[src/rtl/coding_pkg.sv]
// Shared definitions for the binary coding blocks (encoders/decoders).
// Provides the index-width helper and the bitscan encoder state encoding.
package coding_pkg;

  typedef enum logic [1:0] {
    ST_IDLE = 2'd0,
    ST_SCAN = 2'd1,
    ST_ZERO = 2'd2
  } state_t;

  // Ceiling log2, with a floor of 1 bit so a 1-entry index still has width.
  function automatic int clog2(input int value);
    int result;
    int rem;
    result = 0;
    rem    = value - 1;
    while (rem > 0) begin
      result = result + 1;
      rem    = rem >> 1;
    end
    if (result < 1) begin
      result = 1;
    end else begin
      result = result;
    end
    return result;
  endfunction

endpackage

[src/rtl/lsb_priority_encoder.sv]
// Combinational priority encoder: index of the lowest set bit of vec,
// plus a flag telling whether any bit is set (idx is 0 when none is).
module lsb_priority_encoder
  import coding_pkg::*;
#(
  parameter  int N     = 4,
  localparam int IDX_W = clog2(N)
) (
  input  logic [N-1:0]     vec,
  output logic [IDX_W-1:0] idx,
  output logic             any_set
);

  // Scan from the top down so the lowest set bit is the last one written.
  always_comb begin
    idx     = '0;
    any_set = |vec;
    for (int i = N - 1; i >= 0; i--) begin
      idx = vec[i] ? IDX_W'(i) : idx;
    end
  end

endmodule

[src/rtl/bitscan_encoder.sv]
// Sequential bit-scan encoder: accepts an N-bit request vector and emits the
// index of each set bit, lowest first, one beat per handshake.
module bitscan_encoder
  import coding_pkg::*;
#(
  parameter  int N     = 4,
  localparam int IDX_W = clog2(N)
) (
  input  logic             clk,
  input  logic             rst,
  input  logic [N-1:0]     in_vec,
  input  logic             in_valid,
  output logic             in_ready,
  output logic [IDX_W-1:0] out_idx,
  output logic             out_valid,
  input  logic             out_ready,
  output logic             out_last,
  output logic             out_zero
);

  localparam logic [N-1:0] LSB_ONE = {{(N - 1){1'b0}}, 1'b1};

  state_t           state_r;
  logic [N-1:0]     pending_r;
  logic [IDX_W-1:0] lsb_idx_s;
  logic             any_set_s;
  logic             busy_s;
  logic             zero_flag_s;
  logic             onehot_s;
  logic             accept_s;
  logic             beat_s;

  lsb_priority_encoder #(
    .N (N)
  ) u_lsb_enc (
    .vec     (pending_r),
    .idx     (lsb_idx_s),
    .any_set (any_set_s)
  );

  // Decode the state register into the busy/zero_flag view used by the datapath.
  always_comb begin
    busy_s      = 1'b0;
    zero_flag_s = 1'b0;
    case (state_r)
      ST_IDLE: begin
        busy_s      = 1'b0;
        zero_flag_s = 1'b0;
      end
      ST_SCAN: begin
        busy_s      = 1'b1;
        zero_flag_s = 1'b0;
      end
      ST_ZERO: begin
        busy_s      = 1'b1;
        zero_flag_s = 1'b1;
      end
      default: begin
        busy_s      = 1'b0;
        zero_flag_s = 1'b0;
      end
    endcase
  end

  assign onehot_s  = any_set_s & ((pending_r & (pending_r - LSB_ONE)) == '0);

  assign out_valid = busy_s;
  assign out_zero  = zero_flag_s;
  assign out_last  = zero_flag_s | onehot_s;
  assign out_idx   = zero_flag_s ? '0 : lsb_idx_s;

  // Taking the last beat frees the slot in the same cycle, so vectors chain without a bubble.
  assign in_ready  = ~rst & (~busy_s | (out_ready & out_last));
  assign accept_s  = in_valid & in_ready;
  assign beat_s    = busy_s & out_ready;

  // State and pending-bit update; a new accept overrides completion of the last beat.
  always_ff @(posedge clk) begin
    if (rst) begin
      state_r   <= ST_IDLE;
      pending_r <= '0;
    end else if (accept_s) begin
      if (in_vec != '0) begin
        state_r   <= ST_SCAN;
        pending_r <= in_vec;
      end else begin
        state_r   <= ST_ZERO;
        pending_r <= '0;
      end
    end else if (beat_s) begin
      pending_r <= pending_r & (pending_r - LSB_ONE);
      if (out_last) begin
        state_r <= ST_IDLE;
      end else begin
        state_r <= state_r;
      end
    end else begin
      state_r   <= state_r;
      pending_r <= pending_r;
    end
  end

endmodule

[config.mk]
export PLATFORM = sky130hd
export DESIGN_NAME = bitscan_encoder
export DESIGN_NICKNAME = d
export VERILOG_FILES = /design/src/rtl/coding_pkg.sv /design/src/rtl/lsb_priority_encoder.sv /design/src/rtl/bitscan_encoder.sv
export SDC_FILE = /design/constraint.sdc
export NUM_CORES = 1
export LEC_CHECK = 0
export ABC_AREA = 1
export BUFFER_PORTS_ARGS = -buffer_cell sky130_fd_sc_hd__buf_2
export CELL_PAD_IN_SITES_DETAIL_PLACEMENT = 2
export CELL_PAD_IN_SITES_GLOBAL_PLACEMENT = 2
export CORE_MARGIN = 10
export CORE_UTILIZATION = 24
export CTS_CLUSTER_SIZE = 16
export DETAILED_ROUTE_END_ITERATION = 8
export HOLD_SLACK_MARGIN = 0.06
export PLACE_DENSITY = 0.69
export SLEW_MARGIN = 20
export SYNTH_ARGS = -nofsm -noshare
export SYNTH_HDL_FRONTEND = slang
export SYNTH_HIERARCHICAL = 1
export SYNTH_SLANG_ARGS = --single-unit
export TNS_END_PERCENT = 1
[constraint.sdc]
create_clock -name clk -period 1.7 [get_ports clk]
set_input_delay 0 -clock clk [delete_from_list [all_inputs] [get_ports clk]]
set_output_delay 0 -clock clk [all_outputs]
set_load 0.05 [all_outputs]
==> results of run 1 <==
-- cells by family (layout without fill, tap and decap cells) --
| family | after synthesis | in the layout |
|---|---|---|
| AO/OA/AOI/OAI | 7 | 7 |
| adder cells (fa/ha/maj) | 1 | 1 |
| flip-flops | 6 | 6 |
| AND/OR/NAND/NOR | 45 | 45 |
| buffers and inverters | 13 | 33 |
-- state kept, by name (all words and copies together) (netlist names) --
name / count
pending_r: 4
state_r: 2
-- per-layer routing --
metal / vias to the layer above / GRT usage
met2: 13 / 0.123
met1: 242 / 0.0793
met5: - / 0
met3: 2 / 0.0174
li1: 272 / -
met4: 0 / 0.0492
-- through the flow --
stage | cell area, um2 | setup WS, ps | utilization
2_1_floorplan | 488 | -7.43 | -
3_3_place_gp | 592 | 292 | 0.335
3_5_place_dp | 592 | 226 | 0.335
4_1_cts | 638 | 67.6 | 0.362
5_1_grt | 641 | 21.5 | 0.363
6_report | 641 | 137 | 0.363
-- area by class of cell --
type | count | area, um2
Inverter | 13 | 48.8
Fill cell | 234 | 1120
Multi-Input combinational cell | 53 | 313
Clock buffer | 4 | 26.3
Sequential cell | 6 | 126
Tap cell | 25 | 31.3
Timing Repair Buffer | 16 | 95.1
-- tightest hold or removal path: stages --
cell                      delay [ps]
sky130_fd_sc_hd__buf_2           150
sky130_fd_sc_hd__nand3_1          90
sky130_fd_sc_hd__a21oi_1          60
-- cell usage in the layout, fill, tap and decap left out --
cell type and n:
sky130_fd_sc_hd__a21oi_1 5, sky130_fd_sc_hd__a21oi_2 1, sky130_fd_sc_hd__a21oi_4 1, sky130_fd_sc_hd__and3_1 1, sky130_fd_sc_hd__buf_2 12, sky130_fd_sc_hd__buf_4 1
sky130_fd_sc_hd__clkbuf_1 1, sky130_fd_sc_hd__clkbuf_4 4, sky130_fd_sc_hd__dfxtp_1 3, sky130_fd_sc_hd__dfxtp_2 2, sky130_fd_sc_hd__dfxtp_4 1, sky130_fd_sc_hd__dlygate4sd3_1 2
sky130_fd_sc_hd__ha_4 1, sky130_fd_sc_hd__inv_1 12, sky130_fd_sc_hd__inv_2 1, sky130_fd_sc_hd__nand2_1 17, sky130_fd_sc_hd__nand2_4 3, sky130_fd_sc_hd__nand3_1 10
sky130_fd_sc_hd__nand3_2 1, sky130_fd_sc_hd__nand3_4 1, sky130_fd_sc_hd__nand4_1 3, sky130_fd_sc_hd__nor2_1 7, sky130_fd_sc_hd__nor2_2 1, sky130_fd_sc_hd__nor3_1 1
-- timing repair --
item	4_1_cts	5_1_grt
hold endpoints to repair	5	0
hold buffers	2	0
setup buffers	0	0
setup endpoints to repair	0	1
gates resized for setup	0	1
-- power groups by stage --
stage | logic [mW] | registers (mW) | clock network, mW
finish | 0.270 | 0.168 | 0.145
global route | 0.299 | 0.171 | 0.164
CTS | 0.276 | 0.169 | 0.153
detailed placement | 0.271 | 0.172 | 0
global placement | 0.265 | 0.171 | 0
floorplan | 0.207 | 0.167 | 0
-- final timing paths --
path | slack [ps] | to | cells past startpoint | start
setup reg to reg | 260 | state_r[1]$_SDFFE_PP0P_ | 11 | pending_r[3]$_SDFFE_PP0P_
hold reg to reg | 490 | state_r[0]$_SDFFE_PP0P_ | 2 | state_r[0]$_SDFFE_PP0P_
hold / removal | 100 | pending_r[0]$_SDFFE_PP0P_ | 3 | in_valid
setup / recovery | 140 | in_ready | 9 | pending_r[0]$_SDFFE_PP0P_
==> out/results.md, run 1 <==
| Result | Value |
| --- | --- |
| Core outline area | 1760 um2 |
| Number of buffer and inverter instances along the worst setup path | 1 |
| Total number of placement rows | 15 |
| Die Height | 63.7 um |
| Cells after synthesis | 72 |
| Number of warning messages in the yosys log | 6 |
| Worst-Margin Slew | 258 ps |
| Antenna violations before repair | 0 |
| Clock transition time at the flip-flop clock pins of the worst setup and hold paths | 50 ps |
| Unrepaired setup endpoints after global routing | no |
| Setup TNS | 0 ps |
| Internal power contribution | 0.323 mW |
| Share of synthesized flip-flops with an asynchronous set or reset | 0 |
| First-pass iteration count of the detailed router | 2 |
| Critical path peak fanout | 7 |
| Full die area | 4060 um2 |
| Commonest cells in the synthesized netlist | sky130_fd_sc_hd__nand2_1 (17), sky130_fd_sc_hd__inv_1 (13), sky130_fd_sc_hd__nand3_1 (11) |
| Top routing layer used | met4 |
| Signed area change from the synthesized netlist to the final layout | 39.5% |
| Count of input and output buffers | 13 |
| Total net switching power | 0.260 mW |
| Vias | 529 |
| Share of Yosys cell area claimed by the top area cell type | 0.262 |
| Critical path, cell by cell | nor2_1 > nand2_1 > nand2_1 > nor2_1 > nand2_1 > nand2_4 > nand2_4 > a21oi_4 > clkbuf_4 |
| Worst path required time | 1700 ps |
| Worst setup skew after layout | 6.01 ps |
| Delay-heaviest family, CP | simple AND/OR/NAND/NOR gates |
| Number of enable-type register cells in the synthesized netlist | 0 |
| Part of the power in combinational logic | 0.463 |
| Highest clock rate | 0.640 GHz |
| Maximum level of the CTS H-tree | 1 |
| Wire length of the first global-routing pass | 2440 um |
| Net count after synthesis | 81 |
| Sequential area share after synthesis | 0.262 |
| Arrival time reported for the critical path endpoint | 1560 ps |
| Amount of wire on met2 after detailed routing | 674 um |
| Clk_lat worst skew | 240 ps |
| Period minus WS final | 1560 ps |
| Cell Pwr Density | 911 nW/um2 |
| Setup violation total in the final timing report | 0 |
| DRC viols | 0 |
| Critical Path Sink Type | output port |
| Overall power after layout | 0.584 mW |
| Crit path kind | reg2out |
| Static Leak | 0.315 nW |
| WL/cell | 12.0 um |
| Worst Hold Margin | 98.0 ps |
| Post-Synth XOR/XNOR Area | 0 |
| Number of cells after detailed placement | 111 |
| Cell taking the most area after synthesis | sky130_fd_sc_hd__dfxtp_1 |
| Cell with the largest stage delay on the worst path | sky130_fd_sc_hd__dfxtp_4 |
| Flip-flop and latch count after synthesis | 6 |
| Boundary Pins | 14 |
| Most frequent cell after synthesis | sky130_fd_sc_hd__nand2_1 |
| # nets final | 102 |
| Clk pwr share | 0.249 |
| DRC violation total after the first TritonRoute iteration | 4 |
| GRT Overall Usage | 0.0730 |
| Buffer depth of the longest clock path | 2 |
| Grt ovf | 0 |
| Most common cell type on the critical path | sky130_fd_sc_hd__nand2_1 |
| Die width | 63.7 um |
| CTS tree | done |
| Share of the synthesized area in compound gates (AO/OA/AOI/OAI) | 0.109 |
| Post-synth top flop | sky130_fd_sc_hd__dfxtp_1 |
| Max-slew violation total from the final report | 0 |
| Sequential cell fraction of total power | 0.288 |
| Synthesized area | 459 um2 |
| CTS buffer count | 3 |
| Multiplexer fraction of the synthesized cell area | 0 |
| Post-Layout Cell Count | 117 |
| Clock Sinks | 6 |
| Number of global-route vias before repair | 573 |
| Number of vias per cell after detailed routing | 4.52 |
| Outcome | finished, final reports clean |
| Top cells by area in the synthesized netlist | sky130_fd_sc_hd__dfxtp_1 (26%), sky130_fd_sc_hd__nand2_1 (14%), sky130_fd_sc_hd__nand3_1 (12%) |
| Detailed Route WL | 1410 um |
| Tcrit/Tclk final | 0.920 |
| Slew Limit Headroom | 0.829 |
| Post-Synth Adder-Cell Area | 0.0272 |
| Combinational family with the most area after synthesis | simple AND/OR/NAND/NOR gates |
| Mean instance size in the synthesized netlist | 6.38 um2 |
| Post-DP HPWL | 1220 um |
| Number of different library cells in the post-synthesis netlist | 16 |
| Share of layout cells above drive strength 1 | 0.326 |
| Number of hold violations in the final report | 0 |
| Max VDD drop | 366 uV |
| ANT cells | 0 |
| Startpoint type of the worst setup path | flop |
| Root buf cell | sky130_fd_sc_hd__clkbuf_4 |
| Pin count of the biggest net entering global routing | 10 |
| Number of maximum-capacitance violations | 0 |
| Wire length on met3 | 50 um |
| Critical Path Max Stage Delay | 380 ps |
| Remaining number of nets flagged by the antenna check after routing | 0 |
| Simple-gate share of the synthesized area | 0.496 |
| Detailed-routing wirelength on met1 | 658 um |
| Switching fraction of total power | 0.446 |
| Starting utilization of the core area | 0.260 |
| Worst hold path class | in2reg |
| GPL Wtd Cong | 0.690 |
Note: power is estimated with default switching activity, not from simulation.
==> run 2: changes to the inputs <==
--- a/config.mk
+++ b/config.mk
@@ -14,7 +14,7 @@
 export CTS_CLUSTER_SIZE = 16
 export DETAILED_ROUTE_END_ITERATION = 8
 export HOLD_SLACK_MARGIN = 0.06
-export PLACE_DENSITY = 0.69
+export PLACE_DENSITY = 0.72
 export SLEW_MARGIN = 20
 export SYNTH_ARGS = -nofsm -noshare
 export SYNTH_HDL_FRONTEND = slang
==> out/results.md, run 2 (synthesized netlist as in run 1, its figures left out) <==
| Result | Value | Delta |
| --- | --- | --- |
| Crit path kind | reg2out | unchanged |
| Number of hold violations in the final report | 0 | unchanged |
| Die width | 63.7 um | unchanged |
| Clk pwr share | 0.251 | was 0.249 |
| Total number of placement rows | 15 | unchanged |
| Internal power contribution | 0.324 mW | was 0.323 mW |
| Highest clock rate | 0.656 GHz | was 0.640 GHz |
| Pin count of the biggest net entering global routing | 10 | unchanged |
| Clk_lat worst skew | 250 ps | was 240 ps |
| Worst hold path class | in2reg | unchanged |
| GRT Overall Usage | 0.0751 | was 0.0730 |
| Arrival time reported for the critical path endpoint | 1520 ps | was 1560 ps |
| Area of combinational cells with multiple inputs | 315 um2 | was 313 um2 |
| Max-slew violation total from the final report | 0 | unchanged |
| Boundary Pins | 14 | unchanged |
| Worst Hold Margin | 100 ps | was 98.0 ps |
| CTS tree | done | unchanged |
| Share of layout cells above drive strength 1 | 0.341 | was 0.326 |
| Buffer depth of the longest clock path | 2 | unchanged |
| Most flop-heavy register | pending_r | unchanged |
| Critical path peak fanout | 7 | unchanged |
| Die Height | 63.7 um | unchanged |
| Total net switching power | 0.267 mW | was 0.260 mW |
| Worst path required time | 1700 ps | about the same |
| Detailed Route WL | 1510 um | was 1410 um |
| Most common cell after layout, fill and taps aside | sky130_fd_sc_hd__nand2_1 | unchanged |
| Worst-Margin Slew | 263 ps | was 258 ps |
| Remaining number of nets flagged by the antenna check after routing | 0 | unchanged |
| Post-DP Area | 584 um2 | was 592 um2 |
| Switching fraction of total power | 0.452 | was 0.446 |
| Top library cells by usage in the layout, fill and taps aside | sky130_fd_sc_hd__nand2_1 (16), sky130_fd_sc_hd__inv_1 (12), sky130_fd_sc_hd__buf_2 (12) | was sky130_fd_sc_hd__nand2_1 (17), sky130_fd_sc_hd__inv_1 (12), sky130_fd_sc_hd__buf_2 (12) |
| DRC violation total after the first TritonRoute iteration | 9 | was 4 |
| Setup TNS | 0 ps | unchanged |
| Number of vias per cell after detailed routing | 4.57 | was 4.52 |
| Period minus WS final | 1520 ps | was 1560 ps |
| Static Leak | 0.314 nW | was 0.315 nW |
| Antenna violations before repair | 0 | unchanged |
| Maximum level of the CTS H-tree | 1 | unchanged |
| Root buf cell | sky130_fd_sc_hd__clkbuf_4 | unchanged |
| Total setup buffers inserted after CTS | 0 | unchanged |
| WL/cell | 13.1 um | was 12.0 um |
| Startpoint type of the worst setup path | flop | unchanged |
| First-pass iteration count of the detailed router | 4 | was 2 |
| Full die area | 4060 um2 | unchanged |
| Number of cells after detailed placement | 110 | was 111 |
| GPL Wtd Cong | 0.699 | was 0.690 |
| Count of input and output buffers | 13 | unchanged |
| Worst setup skew after layout | 6.96 ps | was 6.01 ps |
| Slew Limit Headroom | 0.824 | was 0.829 |
| Vias | 530 | was 529 |
| Clock Sinks | 6 | unchanged |
| CTS buffer count | 3 | unchanged |
| Grt ovf | 0 | unchanged |
| Tcrit/Tclk final | 0.897 | was 0.920 |
| Final cell area excluding filler cells | 643 um2 | was 641 um2 |
| Number of global-route vias before repair | 571 | was 573 |
| Clock transition time at the flip-flop clock pins of the worst setup and hold paths | 60 ps | was 50 ps |
| Registers with the most flip-flops | pending_r: 4 flops, state_r: 2 flops | unchanged |
| Signed area change from the synthesized netlist to the final layout | 40.1% | was 39.5% |
| Max VDD drop | 403 uV | was 366 uV |
| Outcome | finished, final reports clean | unchanged |
| Wire length of the first global-routing pass | 2500 um | was 2440 um |
| Fill cell count | 232 | was 234 |
| Number of maximum-capacitance violations | 0 | unchanged |
| Part of the power in combinational logic | 0.463 | about the same |
| Max FFs per register | 4 | unchanged |
| Starting utilization of the core area | 0.260 | unchanged |
| Post-DP HPWL | 1190 um | was 1220 um |
| Register Area | 130 um2 | was 126 um2 |
| Cell Pwr Density | 920 nW/um2 | was 911 nW/um2 |
| Critical Path Sink Type | output port | unchanged |
| Sequential cell fraction of total power | 0.286 | was 0.288 |
| Core outline area | 1760 um2 | unchanged |
| DRC viols | 0 | unchanged |
| Post-Layout Cell Count | 116 | was 117 |
| ANT cells | 0 | unchanged |
| Setup violation total in the final timing report | 0 | unchanged |
| # nets final | 101 | was 102 |
## run 2: final timing paths
kind | startpoint | end | slack (ps) | cells past startpoint
max | pending_r[0]$_SDFFE_PP0P_ | in_ready | 180 | 9
min | in_valid | state_r[0]$_SDFFE_PP0P_ | 100 | 3
max reg2reg | state_r[0]$_SDFFE_PP0P_ | pending_r[3]$_SDFFE_PP0P_ | 180 | 9
min reg2reg | pending_r[2]$_SDFFE_PP0P_ | pending_r[2]$_SDFFE_PP0P_ | 500 | 2
## run 2: through the flow
step,setup WS [ps],power [mW],util
5_1_grt,-9.94,0.642,0.365
3_5_place_dp,113,0.440,0.331
4_1_cts,27.5,0.597,0.357
2_1_floorplan,-7.43,0.374,-
6_report,175,0.592,0.365
3_3_place_gp,195,0.431,0.331
## run 2: worst max-delay path, stage by stage (launching register included)
cell and delay, ps:
sky130_fd_sc_hd__dfxtp_4 390, sky130_fd_sc_hd__nor2_1 60, sky130_fd_sc_hd__nand2_1 60, sky130_fd_sc_hd__nand2_1 50, sky130_fd_sc_hd__nor2_1 110, sky130_fd_sc_hd__nand2_1 90, sky130_fd_sc_hd__nand2_4 90, sky130_fd_sc_hd__nand2_4 60
sky130_fd_sc_hd__a21oi_4 190, sky130_fd_sc_hd__buf_6 180
## run 2: power groups by stage
stage / logic [mW] / clock network (mW) / registers (mW)
2_1_floorplan: 0.207 / 0 / 0.167
5_1_grt: 0.301 / 0.169 / 0.172
3_3_place_gp: 0.260 / 0 / 0.172
6_report: 0.274 / 0.148 / 0.169
3_5_place_dp: 0.268 / 0 / 0.172
4_1_cts: 0.273 / 0.154 / 0.169
## run 2: what timing repair did
action / CTS / global route
hold endpoints to repair: 5 / 0
endpoints found under the setup margin: 0 / 4
gates resized for setup: 0 / 6
hold buffers: 2 / 0
## run 2: layout make-up
| type | instances | area share |
|---|---|---|
| Multi-Input combinational cell | 53 | 0.490 |
| Sequential cell | 6 | 0.202 |
| Timing Repair Buffer | 15 | 0.142 |
| Inverter | 13 | 0.0759 |
| Tap cell | 25 | 0.0486 |
| Clock buffer | 4 | 0.0409 |
## run 2: routing by layer
metal | routed length [um] | vias to the layer above | global-route usage
met5 | 0 | - | 0
met4 | 27 | 0 | 0.0492
met3 | 55 | 2 | 0.0157
met2 | 734 | 12 | 0.131
met1 | 696 | 246 | 0.0802
li1 | - | 270 | -
==> run 3: changes to the inputs <==
--- a/config.mk
+++ b/config.mk
@@ -15,6 +15,8 @@
 export DETAILED_ROUTE_END_ITERATION = 8
 export HOLD_SLACK_MARGIN = 0.06
 export PLACE_DENSITY = 0.72
+export REMOVE_ABC_BUFFERS = 1
+export SETUP_SLACK_MARGIN = 0.5
 export SLEW_MARGIN = 20
 export SYNTH_ARGS = -nofsm -noshare
 export SYNTH_HDL_FRONTEND = slang
==> out/results.md, run 3 (synthesized netlist as in run 1, its figures left out) <==
| Result | Value | Delta |
| --- | --- | --- |
| Number of hold violations in the final report | 0 | unchanged |
| Wire length of the first global-routing pass | 2590 um | was 2500 um |
| Outcome | finished, final reports clean | unchanged |
| WL/cell | 13.0 um | was 13.1 um |
| Clk_lat worst skew | 250 ps | about the same |
| Most common cell after layout, fill and taps aside | sky130_fd_sc_hd__nand2_1 | unchanged |
| Die Height | 63.7 um | unchanged |
| Core outline area | 1760 um2 | unchanged |
| Highest clock rate | 0.681 GHz | was 0.656 GHz |
| Worst hold path class | in2reg | unchanged |
| Period minus WS final | 1470 ps | was 1520 ps |
| Registers with the most flip-flops | pending_r: 4 flops, state_r: 2 flops | unchanged |
| GRT Overall Usage | 0.0807 | was 0.0751 |
| CTS tree | done | unchanged |
| Buffer depth of the longest clock path | 2 | unchanged |
| Total number of placement rows | 15 | unchanged |
| Critical Path Sink Type | output port | unchanged |
| Setup TNS | 0 ps | unchanged |
| Slew Limit Headroom | 0.831 | was 0.824 |
| Critical Path Max Stage Delay | 360 ps | was 390 ps |
| Number of vias per cell after detailed routing | 4.61 | was 4.57 |
| Cell with the largest stage delay on the worst path | sky130_fd_sc_hd__dfxtp_2 | was sky130_fd_sc_hd__dfxtp_4 |
| Number of cells after detailed placement | 111 | was 110 |
| Delay-heaviest family, CP | simple AND/OR/NAND/NOR gates | unchanged |
| # nets final | 103 | was 101 |
| Crit path kind | reg2out | unchanged |
| DRC violation total after the first TritonRoute iteration | 6 | was 9 |
| Setup violation total in the final timing report | 0 | unchanged |
| Max-slew violation total from the final report | 0 | unchanged |
| Maximum level of the CTS H-tree | 1 | unchanged |
| Antenna violations before repair | 0 | unchanged |
| Worst setup skew after layout | 6.35 ps | was 6.96 ps |
| Clock transition time at the flip-flop clock pins of the worst setup and hold paths | 50 ps | was 60 ps |
| Boundary Pins | 14 | unchanged |
| Top library cells by usage in the layout, fill and taps aside | sky130_fd_sc_hd__nand2_1 (17), sky130_fd_sc_hd__inv_1 (12), sky130_fd_sc_hd__buf_2 (12) | was sky130_fd_sc_hd__nand2_1 (16), sky130_fd_sc_hd__inv_1 (12), sky130_fd_sc_hd__buf_2 (12) |
| Arrival time reported for the critical path endpoint | 1470 ps | was 1520 ps |
| Full die area | 4060 um2 | unchanged |
| CTS buffer count | 3 | unchanged |
| Number of maximum-capacitance violations | 0 | unchanged |
| GPL Wtd Cong | 0.658 | was 0.699 |
| Vias | 539 | was 530 |
| Max VDD drop | 397 uV | was 403 uV |
| Cell Pwr Density | 905 nW/um2 | was 920 nW/um2 |
| Startpoint type of the worst setup path | flop | unchanged |
| Final worst setup slack | 231 ps | was 175 ps |
| Starting utilization of the core area | 0.260 | unchanged |
| Grt ovf | 0 | unchanged |
| Share of layout cells above drive strength 1 | 0.326 | was 0.341 |
| Number of buffer and inverter instances along the worst setup path | 1 | unchanged |
| First-pass iteration count of the detailed router | 4 | unchanged |
| Overall power after layout | 0.573 mW | was 0.592 mW |
| Critical path peak fanout | 5 | was 7 |
| Max FFs per register | 4 | unchanged |
| Die width | 63.7 um | unchanged |
| Unrepaired setup endpoints after global routing | yes |  |
| Worst path required time | 1700 ps | about the same |
| Static Leak | 0.317 nW | was 0.314 nW |
| Count of input and output buffers | 13 | unchanged |
| Pin count of the biggest net entering global routing | 10 | unchanged |
| DRC viols | 0 | unchanged |
| Worst-Margin Slew | 255 ps | was 263 ps |
| Number of global-route vias before repair | 622 | was 571 |
| Placement Setup Slack | 103 ps | was 113 ps |
| Tcrit/Tclk final | 0.864 | was 0.897 |
| Most common cell type on the critical path | sky130_fd_sc_hd__nand2_1 | unchanged |
| ANT cells | 0 | unchanged |
| Critical path, cell by cell | nor2_1 > nand2_1 > nand2_1 > nor2_1 > nand2_1 > nand2_2 > nand2_4 > a21oi_4 > buf_8 | was nor2_1 > nand2_1 > nand2_1 > nor2_1 > nand2_1 > nand2_4 > nand2_4 > a21oi_4 > buf_6 |
| Clock Sinks | 6 | unchanged |
| Signed area change from the synthesized netlist to the final layout | 37.9% | was 40.1% |
| Root buf cell | sky130_fd_sc_hd__clkbuf_4 | unchanged |
| Post-DP HPWL | 1220 um | was 1190 um |
| Remaining number of nets flagged by the antenna check after routing | 0 | unchanged |
| Post-Layout Cell Count | 117 | was 116 |
| Detailed Route WL | 1520 um | was 1510 um |
| Most flop-heavy register | pending_r | unchanged |
run 3: cell types whose count changed in the layout (fill, tap and decap cells not counted), sizes merged:
cell    change
clkbuf      -1
buf         +2
run 3: worst paths after layout:
kind	start	cells past startpoint	slack, ps	end
setup / recovery	pending_r[3]$_SDFFE_PP0P_	9	230	in_ready
hold / removal	in_valid	3	100	pending_r[0]$_SDFFE_PP0P_
setup reg to reg	pending_r[3]$_SDFFE_PP0P_	10	270	state_r[1]$_SDFFE_PP0P_
hold reg to reg	state_r[0]$_SDFFE_PP0P_	2	510	state_r[0]$_SDFFE_PP0P_
run 3: per-stage QoR:
step	util	instance area, um2	hold WS [ps]
floorplan	-	459	55.9
global route	0.359	633	114
global placement	0.319	563	302
CTS	0.357	629	99.0
finish	0.359	633	100
detailed placement	0.319	563	303
run 3: worst min-delay path, delay by kind of cell:
family	cells	cell delay, ps
AO/OA/AOI/OAI	1	60
buffers and inverters	1	140
AND/OR/NAND/NOR	1	100
run 3: report_power, final:
group,internal [mW],switching (mW)
registers,0.154,0.0136
logic,0.0814,0.190
clock network,0.0801,0.0546
total,0.315,0.258
run 3: cell type report:
cell class                      count  area [um2]
Fill cell                         241        1130
Clock buffer                        3        22.5
Inverter                           13        48.8
Sequential cell                     6         130
Multi-Input combinational cell     53         290
Tap cell                           25        31.3
Timing Repair Buffer               17         110
run 3: what timing repair did:
| item | 4_1_cts | 5_1_grt |
|---|---|---|
| hold buffers | 2 | 0 |
| setup buffers | 1 | 0 |
| resized for setup | 9 | 1 |
| endpoints found under the setup margin | 11 | 11 |
| endpoints found under the hold margin | 5 | 0 |
run 3: per-layer routing:
metal | global-route usage | share of wire | vias to the layer above
met2 | 0.141 | 0.49 | 15
li1 | - | - | 272
met4 | 0.0820 | 0.041 | 0
met5 | 0 | 0 | -
met1 | 0.0773 | 0.43 | 248
met3 | 0.0139 | 0.034 | 4
